File: src/rtl/axis_packet_tx.sv
// AXI-Stream packet transmitter: turns one command (length, id, dest, seed)
// into a registered packet of incrementing data with partial final tkeep.
module axis_packet_tx #(
  parameter int unsigned DWIDTH     = 32,
  parameter int unsigned TKEEPWIDTH = 4,
  parameter int unsigned TSTRBWIDTH = 4,
  parameter int unsigned TIDWIDTH   = 8,
  parameter int unsigned TDESTWIDTH = 8,
  parameter int unsigned LENWIDTH   = 16
) (
  input  logic                  aclk,
  input  logic                  areset,
  input  logic                  cmd_valid,
  output logic                  cmd_ready,
  input  logic [LENWIDTH-1:0]   cmd_len,
  input  logic [TIDWIDTH-1:0]   cmd_tid,
  input  logic [TDESTWIDTH-1:0] cmd_tdest,
  input  logic [DWIDTH-1:0]     cmd_seed,
  output logic [DWIDTH-1:0]     tdata,
  output logic                  tvalid,
  input  logic                  tready,
  output logic                  tlast,
  output logic [TKEEPWIDTH-1:0] tkeep,
  output logic [TSTRBWIDTH-1:0] tstrb,
  output logic                  tuser,
  output logic [TIDWIDTH-1:0]   tid,
  output logic [TDESTWIDTH-1:0] tdest,
  output logic                  busy,
  output logic                  pkt_done,
  output logic [15:0]           pkt_count
);

  localparam int unsigned BYTES = DWIDTH / 8;

  typedef enum logic [1:0] {
    IDLE = 2'd0,
    SEND = 2'd1,
    ZERO = 2'd2
  } state_t;

  state_t                state;
  logic [LENWIDTH-1:0]   beat;
  logic [LENWIDTH-1:0]   beat_next;
  logic [LENWIDTH-1:0]   last_beat;
  logic [TKEEPWIDTH-1:0] last_keep;

  logic [LENWIDTH-1:0]   cmd_last_beat;
  logic [LENWIDTH-1:0]   cmd_rem;
  logic [TKEEPWIDTH-1:0] cmd_keep;

  // Final beat index is (len-1)/BYTES, which never overflows LENWIDTH even
  // for the maximum length; it is only used when len is non-zero.
  assign cmd_last_beat = (cmd_len - LENWIDTH'(1)) / LENWIDTH'(BYTES);
  assign cmd_rem       = cmd_len % LENWIDTH'(BYTES);
  assign beat_next     = beat + LENWIDTH'(1);

  always_comb begin
    cmd_keep = '0;
    for (int unsigned i = 0; i < TKEEPWIDTH; i++) begin
      cmd_keep[i] = (cmd_rem == '0) || (LENWIDTH'(i) < cmd_rem);
    end
  end

  assign cmd_ready = (state == IDLE) && !areset;
  assign busy      = (state != IDLE);
  assign tstrb     = tkeep;

  always_ff @(posedge aclk) begin
    if (areset) begin
      state     <= IDLE;
      beat      <= '0;
      last_beat <= '0;
      last_keep <= '0;
      tdata     <= '0;
      tvalid    <= 1'b0;
      tlast     <= 1'b0;
      tkeep     <= '0;
      tuser     <= 1'b0;
      tid       <= '0;
      tdest     <= '0;
      pkt_done  <= 1'b0;
      pkt_count <= '0;
    end else begin
      pkt_done <= 1'b0;
      case (state)
        IDLE: begin
          if (cmd_valid) begin
            tid       <= cmd_tid;
            tdest     <= cmd_tdest;
            beat      <= '0;
            last_beat <= cmd_last_beat;
            last_keep <= cmd_keep;
            // Zero-length completes at acceptance; ZERO only holds off the next command.
            if (cmd_len == '0) begin
              state     <= ZERO;
              pkt_done  <= 1'b1;
              pkt_count <= pkt_count + 16'd1;
            end else begin
              state  <= SEND;
              tvalid <= 1'b1;
              tuser  <= 1'b1;
              tdata  <= cmd_seed;
              tlast  <= (cmd_last_beat == '0);
              tkeep  <= (cmd_last_beat == '0) ? cmd_keep : '1;
            end
          end
        end
        SEND: begin
          if (tready) begin
            if (tlast) begin
              state     <= IDLE;
              tvalid    <= 1'b0;
              tlast     <= 1'b0;
              tuser     <= 1'b0;
              pkt_done  <= 1'b1;
              pkt_count <= pkt_count + 16'd1;
            end else begin
              beat  <= beat_next;
              tdata <= tdata + DWIDTH'(1);
              tuser <= 1'b0;
              if (beat_next == last_beat) begin
                tlast <= 1'b1;
                tkeep <= last_keep;
              end
            end
          end
        end
        ZERO: begin
          state <= IDLE;
        end
        default: begin
          state <= IDLE;
        end
      endcase
    end
  end

endmodule

File: config.mk
export PLATFORM = sky130hd
export DESIGN_NAME = axis_packet_tx
export DESIGN_NICKNAME = d
export VERILOG_FILES = /design/src/rtl/axis_packet_tx.sv
export SDC_FILE = /design/constraint.sdc
export NUM_CORES = 1
export LEC_CHECK = 0
export CORE_UTILIZATION = 30
export DETAILED_ROUTE_END_ITERATION = 10
export PLACE_DENSITY_LB_ADDON = 0.08
export SLEW_MARGIN = 20
export SYNTH_ARGS = -nofsm -noshare
export SYNTH_HDL_FRONTEND = slang
export SYNTH_SLANG_ARGS = --single-unit
File: constraint.sdc
create_clock -name aclk -period 7 [get_ports aclk]
set_input_delay 0.7 -clock aclk [delete_from_list [all_inputs] [get_ports aclk]]
set_output_delay 0.7 -clock aclk [all_outputs]
set_load 0.03 [all_outputs]
Word-level counts from Yosys, hierarchy flattened. Index checks and enable logic that the tools add are counted.

Reductions and logical operators: 20. Eq/ne operators: 9. Magnitude comparators: 4. $add $sub $neg: 4. Muxes and demuxes: 44.

Operators by type and width (number): $mux 32 (4); $mux 16 (7); $pmux 16 s2 (2); $pmux 32 s2 (1); $logic_not 16->1 (3); $add 16x1->16 const B (2); $add 32x1->32 const B (1); $mux 4 (6); $eq 16x14->1 (1); $sub 16x1->16 const B (1); $reduce_and 5->1 (3); $mux 1 (14); $ne 2x2->1 const B (6); $mux 2 (4); $pmux 1 s2 (4); $pmux 4 s2 (1); $reduce_and 4->1 (2); $reduce_and 6->1 (1); $logic_or 1x1->1 (4); $lt 1x2->1 const A (2); $lt 2x2->1 const A (2); $pmux 2 s2 (1); $reduce_bool 2->1 (2); $reduce_and 3->1 (1); other kinds (6) (6).

Output and inout bits: 78. Bits in registers: 108.

Depth between registers and ports, before layout. Gate-level depths: netlist of run 1.

Depth in word-level cells: 6. Depth in mapped cells: 11. Depth with buffers taken out: 9.

Worst setup path after synthesis of run 1. No wires, ideal clock.

Kind: in2reg. From: input port cmd_len[1]. To: register pkt_count[5]. Stages: 11. Slack: 4.220 ns. Data arrival time: 2.652 ns. Data required time: 6.872 ns. Cell sequence: inv_1 -> ha_1 -> nor3b_2 -> nand4_1 -> nand4bb_1 -> a21o_1 -> clkbuf_1 -> buf_2 -> nor3_1 -> xnor2_1 -> nor2_1.

Cells in the longest elaborated chain, start to end: 3.

RTL lines: from (decl) (RTL line 15) `input logic [LENWIDTH-1:0] cmd_len,`; $logic_not 16->1 (RTL line 94) `if (cmd_len == '0) begin`; $ne 2x1->1 (no line); $reduce_and 5->1 (no line); to (signal assigned) (RTL line 97) `pkt_count <= pkt_count + 16'd1;`; to (signal assigned) (RTL line 116) `pkt_count <= pkt_count + 16'd1;`; to (decl) (RTL line 30) `output logic [15:0] pkt_count`.

No other way between the ends. A chain may end at the register's enable or synchronous reset.

Worst setup path in the final report of run 1.
From: input port cmd_len[0]. To: register tdata[16].

Cells in the longest elaborated chain, start to end: 3.

RTL lines: $logic_not 16->1 (RTL line 94); $ne 2x2->1 (no line); $reduce_and 5->1 (no line); to (signal assigned) (RTL line 102) `tdata <= cmd_seed;`; to (signal assigned) (RTL line 119) `tdata <= tdata + DWIDTH'(1);`; to (decl) (RTL line 19) `output logic [DWIDTH-1:0] tdata,`.

No other way between the ends.

==> results of run 1 <==
kinds of logic (layout without fill, tap and decap cells):
kind of cell,count (synthesis),in the layout,share of synthesized area (%)
simple gates,357,357,29.5
mux,6,6,1.01
xor+xnor,42,42,6.44
fa+ha+maj,5,5,1.05
flops,108,108,36.4
compound gates,203,203,20.8
buf+inv,68,178,4.74
through the flow:
step	hold WS (ps)	cell area (sq um)	utilization (%)	instances
floorplan	437	5940	-	789
global placement	444	7530	38.7	1147
detailed placement	447	7560	38.8	1148
CTS	461	7840	40.3	1164
global route	481	7840	40.3	1164
finish	459	7840	40.3	1164
power breakdown:
part	switching, W	total (W)	internal, W	leakage [nW]
logic	0.000259	0.000445	0.000186	1.68
clock network	0.000264	0.000512	0.000247	0.137
registers	0.0000501	0.000711	0.000661	0.885
total	0.000573	0.00167	0.00109	2.71
sequential cells by signal, summed over array words and instances (netlist names):
name,flops
tdata,32
tid,8
tlast,1
tvalid,1
state,2
last_keep,4
pkt_done,1
tuser,1
tkeep,4
tdest,8
pkt_count,16
beat,16
last_beat,14
cell usage in the layout (no fill, tap or decap), types with 11 or more instances in the layout:
master | Yosys | layout
sky130_fd_sc_hd__nand2_1 | 104 | 104
sky130_fd_sc_hd__nand3_1 | 21 | 21
sky130_fd_sc_hd__xnor2_1 | 30 | 30
sky130_fd_sc_hd__o21ai_0 | 35 | 35
sky130_fd_sc_hd__dfxtp_1 | 108 | 108
sky130_fd_sc_hd__a21oi_1 | 78 | 77
sky130_fd_sc_hd__nor2_1 | 110 | 110
sky130_fd_sc_hd__nand4_1 | 17 | 17
sky130_fd_sc_hd__xor2_1 | 11 | 11
sky130_fd_sc_hd__inv_1 | 13 | 13
sky130_fd_sc_hd__clkdlybuf4s50_1 | 0 | 144
sky130_fd_sc_hd__and3_1 | 13 | 13
sky130_fd_sc_hd__a211oi_1 | 26 | 26
sky130_fd_sc_hd__nor4_1 | 14 | 14
sky130_fd_sc_hd__o21ai_1 | 14 | 14
sky130_fd_sc_hd__nor3_1 | 24 | 24
layout make-up:
type                    instances  area [sq um]
fillers                      2061         11600
flip-flops and latches        108          2160
clock inverters                 7          56.3
repair buffers                149          1500
clock buffers                   9           225
multi-input cells             613          3510
inverters                      13          48.8
well taps                     265           332
path summary, 6_finish.rpt:
| check | endpoint | depth (start not counted) |
|---|---|---|
| worst max-delay path | tdata[16] | 10 |
| worst min-delay path | tid[6] | 2 |
| worst max register to register | tkeep[3] | 8 |
| worst min register to register | tid[6] | 2 |
worst reg2reg max path: cells and delay by family, from the launching register on:
| family | cells | cell delay [ps] |
|---|---|---|
| AND/OR/NAND/NOR | 4 | 1240 |
| flip-flops | 1 | 480 |
| AO/OA/AOI/OAI | 2 | 600 |
| multiplexers | 1 | 160 |
| adder cells (fa/ha/maj) | 1 | 330 |
layer usage:
| layer | wire length (um) | vias to the layer above | share of wire, % | global-route usage (%) |
|---|---|---|---|---|
| li1 | - | 3019 | - | - |
| met1 | 8560 | 2743 | 49 | 22.8 |
| met2 | 7830 | 127 | 45 | 27.7 |
| met3 | 934 | 13 | 5.4 | 4.86 |
| met4 | 131 | 0 | 0.75 | 3.74 |
| met5 | 0 | - | 0 | 0 |
==> impl_metrics.py, run 1 <==
metrics = {
    "timing": {
        "setup_slack_ps": 3290,
        "clk_skew_ps": 6.72,
        "report.final.setup_viol": 0,
        "report.final.slew_viol_count": 0,
        "timing.fmax_ghz": 0.269,
        "slew_at_the_pin_with_the_worst_max_slew_slack_ps": 947,
        "min_period_over_period_pct": 53.0,
        "grt_setup_unrepaired": "no",
        "final.min_clock_period_ps": 3710,
        "slew_headroom_pct": 36.9,
        "timing.setup.tns_ps": 0,
        "final-hold-violation-count": 0,
    },
    "hold_path": {
        "min-delay-start": "tid[6]",
        "min_path_type": "reg2reg",
    },
    "global_route": {
        "grt_antenna_before_repair": 0,
        "globalRouteOverflowTotal": 0,
        "grt_pass1_wl_um": 27800,
        "grt_pass1_vias": 5357,
        "largest_net_degree_at_the_start_of_global_routing": 69,
        "grt.total_usage_pct": 17.2,
    },
    "routing": {
        "total_via_count_in_the_routed_design": 5902,
        "routed_wirelength_um": 17500,
        "avgViaCountPerCell": 5.07,
        "detailedRoute.firstPassIterationCount": 7,
        "antenna_violating_nets_post_route": 0,
        "route.detailed.drc": 0,
        "routed_wire_length_per_instance_um": 15.0,
        "first_iter_violations": 338,
    },
    "pwr": {
        "vdd_ir_drop_max_mv": 0.115,
        "power-per-cell-area_mw_per_mm2": 213,
        "power_w": 0.00167,
        "leakage_nw": 2.71,
    },
    "floorplan": {
        "placeableCoreArea_sq_mm": 0.0195,
        "starting_density_of_the_core_pct": 30.5,
        "die_h_um": 143,
        "num_rows": 51,
        "chipWidth_um": 143,
        "num_io_pins": 146,
        "die_area_sq_mm": 0.0204,
    },
    "finish": {
        "syn_to_final_growth_pct": 31.9,
        "antennaDiodeCount": 0,
        "final_nets": 967,
        "drive_gt1_share_pct": 3.89,
    },
    "synthesis": {
        "syn-mean-instance-area_sq_um": 7.53,
        "yosys_reg_bits": 108,
        "post_synth_edffs": 0,
        "synth-seq-area-share_pct": 36.4,
        "synth.top_cell.area_share_pct": 36.4,
        "top_ff_cell_synth": "sky130_fd_sc_hd__dfxtp_1",
        "synthCells": 789,
        "yosys-top-cells-area": "sky130_fd_sc_hd__dfxtp_1, sky130_fd_sc_hd__nor2_1, sky130_fd_sc_hd__a21oi_1, sky130_fd_sc_hd__nand2_1, sky130_fd_sc_hd__xnor2_1",
        "synthesis.area_sq_mm": 0.00594,
        "yosysMostFrequentCell": "sky130_fd_sc_hd__nor2_1",
        "async_reset_ff_share_pct": 0,
        "ys.warnings.count": 0,
        "synth.lib_cells_used.distinct": 56,
        "yosys.area.top_type": "sky130_fd_sc_hd__dfxtp_1",
        "synth_nets": 862,
        "yosys-top-cells-count": "sky130_fd_sc_hd__nor2_1, sky130_fd_sc_hd__dfxtp_1, sky130_fd_sc_hd__nand2_1",
    },
    "worst_setup_path": {
        "critical_path_required_ps": 7240,
        "end_kind": "flip-flop",
        "path_buf_inv": 2,
        "most_used_cell_along_the_critical_path": "sky130_fd_sc_hd__nor2_1",
        "worstReg2RegStart": "beat[0]",
        "worstPathArrival_ps": 3950,
        "cell_by_cell_trace_of_the_critical_path": "clkdlybuf4s50_1 > inv_1 > ha_1 > nor3b_2 > nand4_1 > nor3_1 > a21o_1 > nor2_1 > o22ai_1 > nor2_1",
        "timing.critical_path.max_delay_family": "simple AND/OR/NAND/NOR gates",
        "setup.reg_to_reg.worst_slack_ps": 4090,
        "timing.critical_path.slowest_stage_cell": "sky130_fd_sc_hd__a21o_1",
        "timing_worst_setup_path_type": "in2reg",
        "slowest_delay_ps": 810,
        "timing.critical_path.from_type": "input pin",
        "critical_path.startpoint": "cmd_len[0]",
        "critical_path.max_fanout": 26,
    },
    "placed_design": {
        "gp_routability_congestion": 0.778,
        "detailed_place_hpwl_um": 11800,
        "portBuffers": 145,
        "placement.setup.worst_slack_ps": 2890,
    },
    "clocking": {
        "cts.clk_slew.worst_paths_ps": 80,
        "clockBufferDepth": 2,
        "cts_tree": "built",
        "hold_buffers": 0,
        "cts.htree.levels": 3,
        "cts_root_buf": "sky130_fd_sc_hd__clkbuf_16",
        "post_cts_resized": 0,
        "clock_sinks": 108,
        "clk-insertion-delay-late_ps": 360,
        "cts-buffers-inserted": 9,
        "cts.repair_timing.setup_buffer_count": 0,
    },
    "outcome": {
        "run_status": "finished clean",
    },
    "flow_run": {
        "number_of_maximum_capacitance_constraint_violations": 0,
    },
}
Power figures use the tool's default switching activity.
==> run 2, diff against run 1 <==
Clock period 7 ns to 3.37 ns, I/O delays scaled along.
==> run 2 against run 1 <==
Hold slack worse by 170 ps. Clock skew rose by 4.1 ps. Sequential power rose by 110%. Final area grew 0.97%. Register-to-register slack got worse by 3500 ps. Sequential share of layout area is 0.27 points lower. Wire length up 0.26%. Global-route usage rose by 0.073 points. Die area stayed put. Via count is 0.85% higher. Count of clock-buffer cells in the layout is the same. Highest routed layer unchanged.
==> impl_metrics.py, run 2 (synthesized netlist as in run 1, its figures left out) <==
metrics = {
    "outcome": {
        "run_status": "finished clean",
    },
    "placed_design": {
        "place.detailed.instances": 1159,
        "gp_routability_congestion": 0.781,
        "portBuffers": 145,
        "detailed_place_hpwl_um": 12000,
    },
    "clocking": {
        "clock_sinks": 108,
        "clk-insertion-delay-late_ps": 360,
        "cts-buffers-inserted": 9,
        "cts.repair_timing.setup_buffer_count": 0,
        "cts_tree": "built",
        "hold_buffers": 0,
        "cts.htree.levels": 3,
        "post_cts_resized": 0,
        "cts.clk_slew.worst_paths_ps": 80,
        "clockBufferDepth": 2,
        "cts_root_buf": "sky130_fd_sc_hd__clkbuf_16",
    },
    "hold_path": {
        "min_path_type": "in2reg",
        "holdPathEnd": "tid[7]",
        "min-delay-start": "areset",
        "hold-path-cell-count": 2,
    },
    "worst_setup_path": {
        "worstPathArrival_ps": 3030,
        "slowest_delay_ps": 580,
        "cell_by_cell_trace_of_the_critical_path": "ha_1 > nand3_1 > o21ai_0 > nand4b_1 > or4_4 > o41ai_4 > nand2_2 > mux2i_1",
        "worstReg2RegStart": "beat[0]",
        "setup.reg_to_reg.worst_slack_ps": 580,
        "critical_path.max_fanout": 9,
        "timing.critical_path.max_delay_family": "simple AND/OR/NAND/NOR gates",
        "timing.critical_path.from_type": "flip-flop",
        "timing_worst_setup_path_type": "reg2reg",
        "critical_path.reg2reg.endpoint": "tkeep[1]",
        "end_kind": "flip-flop",
        "timing.critical_path.slowest_stage_cell": "sky130_fd_sc_hd__or4_4",
        "critical_path_required_ps": 3610,
        "reg2regPathDepth": 8,
        "path_buf_inv": 0,
    },
    "finish": {
        "syn_to_final_growth_pct": 33.2,
        "layout_top_registers": "tdata x32, beat x16, pkt_count x16",
        "final_nets": 978,
        "largest_register_ffs": 32,
        "max_flop_register": "tdata",
        "mostFrequentLayoutCell": "sky130_fd_sc_hd__clkdlybuf4s50_1",
        "layout.cells.non_filler": 1175,
        "drive_gt1_share_pct": 5.05,
        "antennaDiodeCount": 0,
        "num-fill-cells": 2039,
        "leading_cell_types_in_the_layout_fill_and_taps_excluded": "sky130_fd_sc_hd__clkdlybuf4s50_1, sky130_fd_sc_hd__nor2_1, sky130_fd_sc_hd__dfxtp_1, sky130_fd_sc_hd__nand2_1, sky130_fd_sc_hd__a21oi_1",
    },
    "timing": {
        "finalHoldWorstSlack_ps": 288,
        "report.final.setup_viol": 0,
        "clk_skew_ps": 10.8,
        "slew_headroom_pct": 54.5,
        "grt_setup_unrepaired": "no",
        "timing.fmax_ghz": 0.359,
        "slew_at_the_pin_with_the_worst_max_slew_slack_ps": 683,
        "report.final.slew_viol_count": 0,
        "final-hold-violation-count": 0,
        "final.min_clock_period_ps": 2790,
        "timing.setup.tns_ps": 0,
        "min_period_over_period_pct": 82.8,
    },
    "global_route": {
        "grt_pass1_wl_um": 28200,
        "grt_antenna_before_repair": 0,
        "largest_net_degree_at_the_start_of_global_routing": 58,
        "grt.total_usage_pct": 17.3,
        "globalRouteOverflowTotal": 0,
        "grt_pass1_vias": 5544,
    },
    "floorplan": {
        "chipWidth_um": 143,
        "starting_density_of_the_core_pct": 30.5,
        "num_rows": 51,
        "die_h_um": 143,
        "num_io_pins": 146,
        "placeableCoreArea_sq_mm": 0.0195,
        "die_area_sq_mm": 0.0204,
    },
    "routing": {
        "route.detailed.drc": 0,
        "antenna_violating_nets_post_route": 0,
        "detailedRoute.firstPassIterationCount": 6,
        "routed_wirelength_um": 17500,
        "first_iter_violations": 350,
        "total_via_count_in_the_routed_design": 5952,
        "routed_wire_length_per_instance_um": 14.9,
        "avgViaCountPerCell": 5.07,
    },
    "pwr": {
        "leakage_nw": 2.76,
        "vdd_ir_drop_max_mv": 0.232,
        "power-per-cell-area_mw_per_mm2": 436,
    },
    "flow_run": {
        "number_of_maximum_capacitance_constraint_violations": 0,
    },
}
==> run 2: cell types whose count changed in the layout (fill, tap and decap cells not counted) <==
cell                         delta
sky130_fd_sc_hd__buf_12         +1
sky130_fd_sc_hd__buf_16         -1
sky130_fd_sc_hd__buf_4         +11
sky130_fd_sc_hd__clkinv_4       +2
sky130_fd_sc_hd__clkinvlp_4     -1
sky130_fd_sc_hd__inv_6          -1
==> run 2: worst max-delay path by stage <==
stage	depth (start not counted)	start	endpoint
global route	8	beat[0]	tkeep[0]
finish	8	beat[0]	tkeep[1]
detailed placement	10	cmd_len[0]	pkt_count[15]
global placement	10	cmd_len[0]	pkt_count[15]
floorplan	8	tdata[9]	tdata[31]
CTS	8	beat[0]	tkeep[1]
==> run 2: stage by stage <==
| stage | instance area [sq um] | power [W] | util, % | setup slack, ps |
|---|---|---|---|---|
| after floorplan | 5940 | 0.00206 | - | 914 |
| after global placement | 7630 | 0.00244 | 39.2 | 421 |
| after detailed placement | 7630 | 0.00244 | 39.2 | 393 |
| after CTS | 7910 | 0.00351 | 40.7 | 578 |
| after global routing | 7910 | 0.00365 | 40.7 | 337 |
| final | 7910 | 0.00345 | 40.7 | 581 |
==> run 2: metal layers <==
layer | vias to the layer above | part of all wire [%] | wire length, um | global-route usage (%)
met5 | - | 0 | 0 | 0
met4 | 0 | 1.0 | 181 | 4.53
met3 | 11 | 5.2 | 917 | 3.72
met2 | 147 | 45 | 7820 | 27.7
met1 | 2756 | 49 | 8580 | 23.4
li1 | 3038 | - | - | -
==> run 2: where the power goes <==
group	total (W)	leakage, nW	internal (W)	switching [W]
logic	0.000929	1.74	0.000391	0.000539
clock network	0.00105	0.141	0.000514	0.000534
registers	0.00148	0.885	0.00137	0.000104
total	0.00345	2.76	0.00228	0.00118
==> run 2: cell type report <==
| type | count | area (sq um) | share of cell area, % |
|---|---|---|---|
| clock buffers | 9 | 225 | 2.85 |
| clock inverters | 7 | 57.6 | 0.727 |
| inverters | 13 | 48.8 | 0.617 |
| multi-input cells | 613 | 3510 | 44.4 |
| flip-flops and latches | 108 | 2160 | 27.3 |
| well taps | 265 | 332 | 4.19 |
| repair buffers | 160 | 1570 | 19.9 |
==> run 2: worst reg2reg max path, cell delays in order (launching register included) <==
cell	delay, ps
sky130_fd_sc_hd__dfxtp_1	470
sky130_fd_sc_hd__ha_1	320
sky130_fd_sc_hd__nand3_1	300
sky130_fd_sc_hd__o21ai_0	250
sky130_fd_sc_hd__nand4b_1	160
sky130_fd_sc_hd__or4_4	580
sky130_fd_sc_hd__o41ai_4	310
sky130_fd_sc_hd__nand2_2	150
sky130_fd_sc_hd__mux2i_1	140
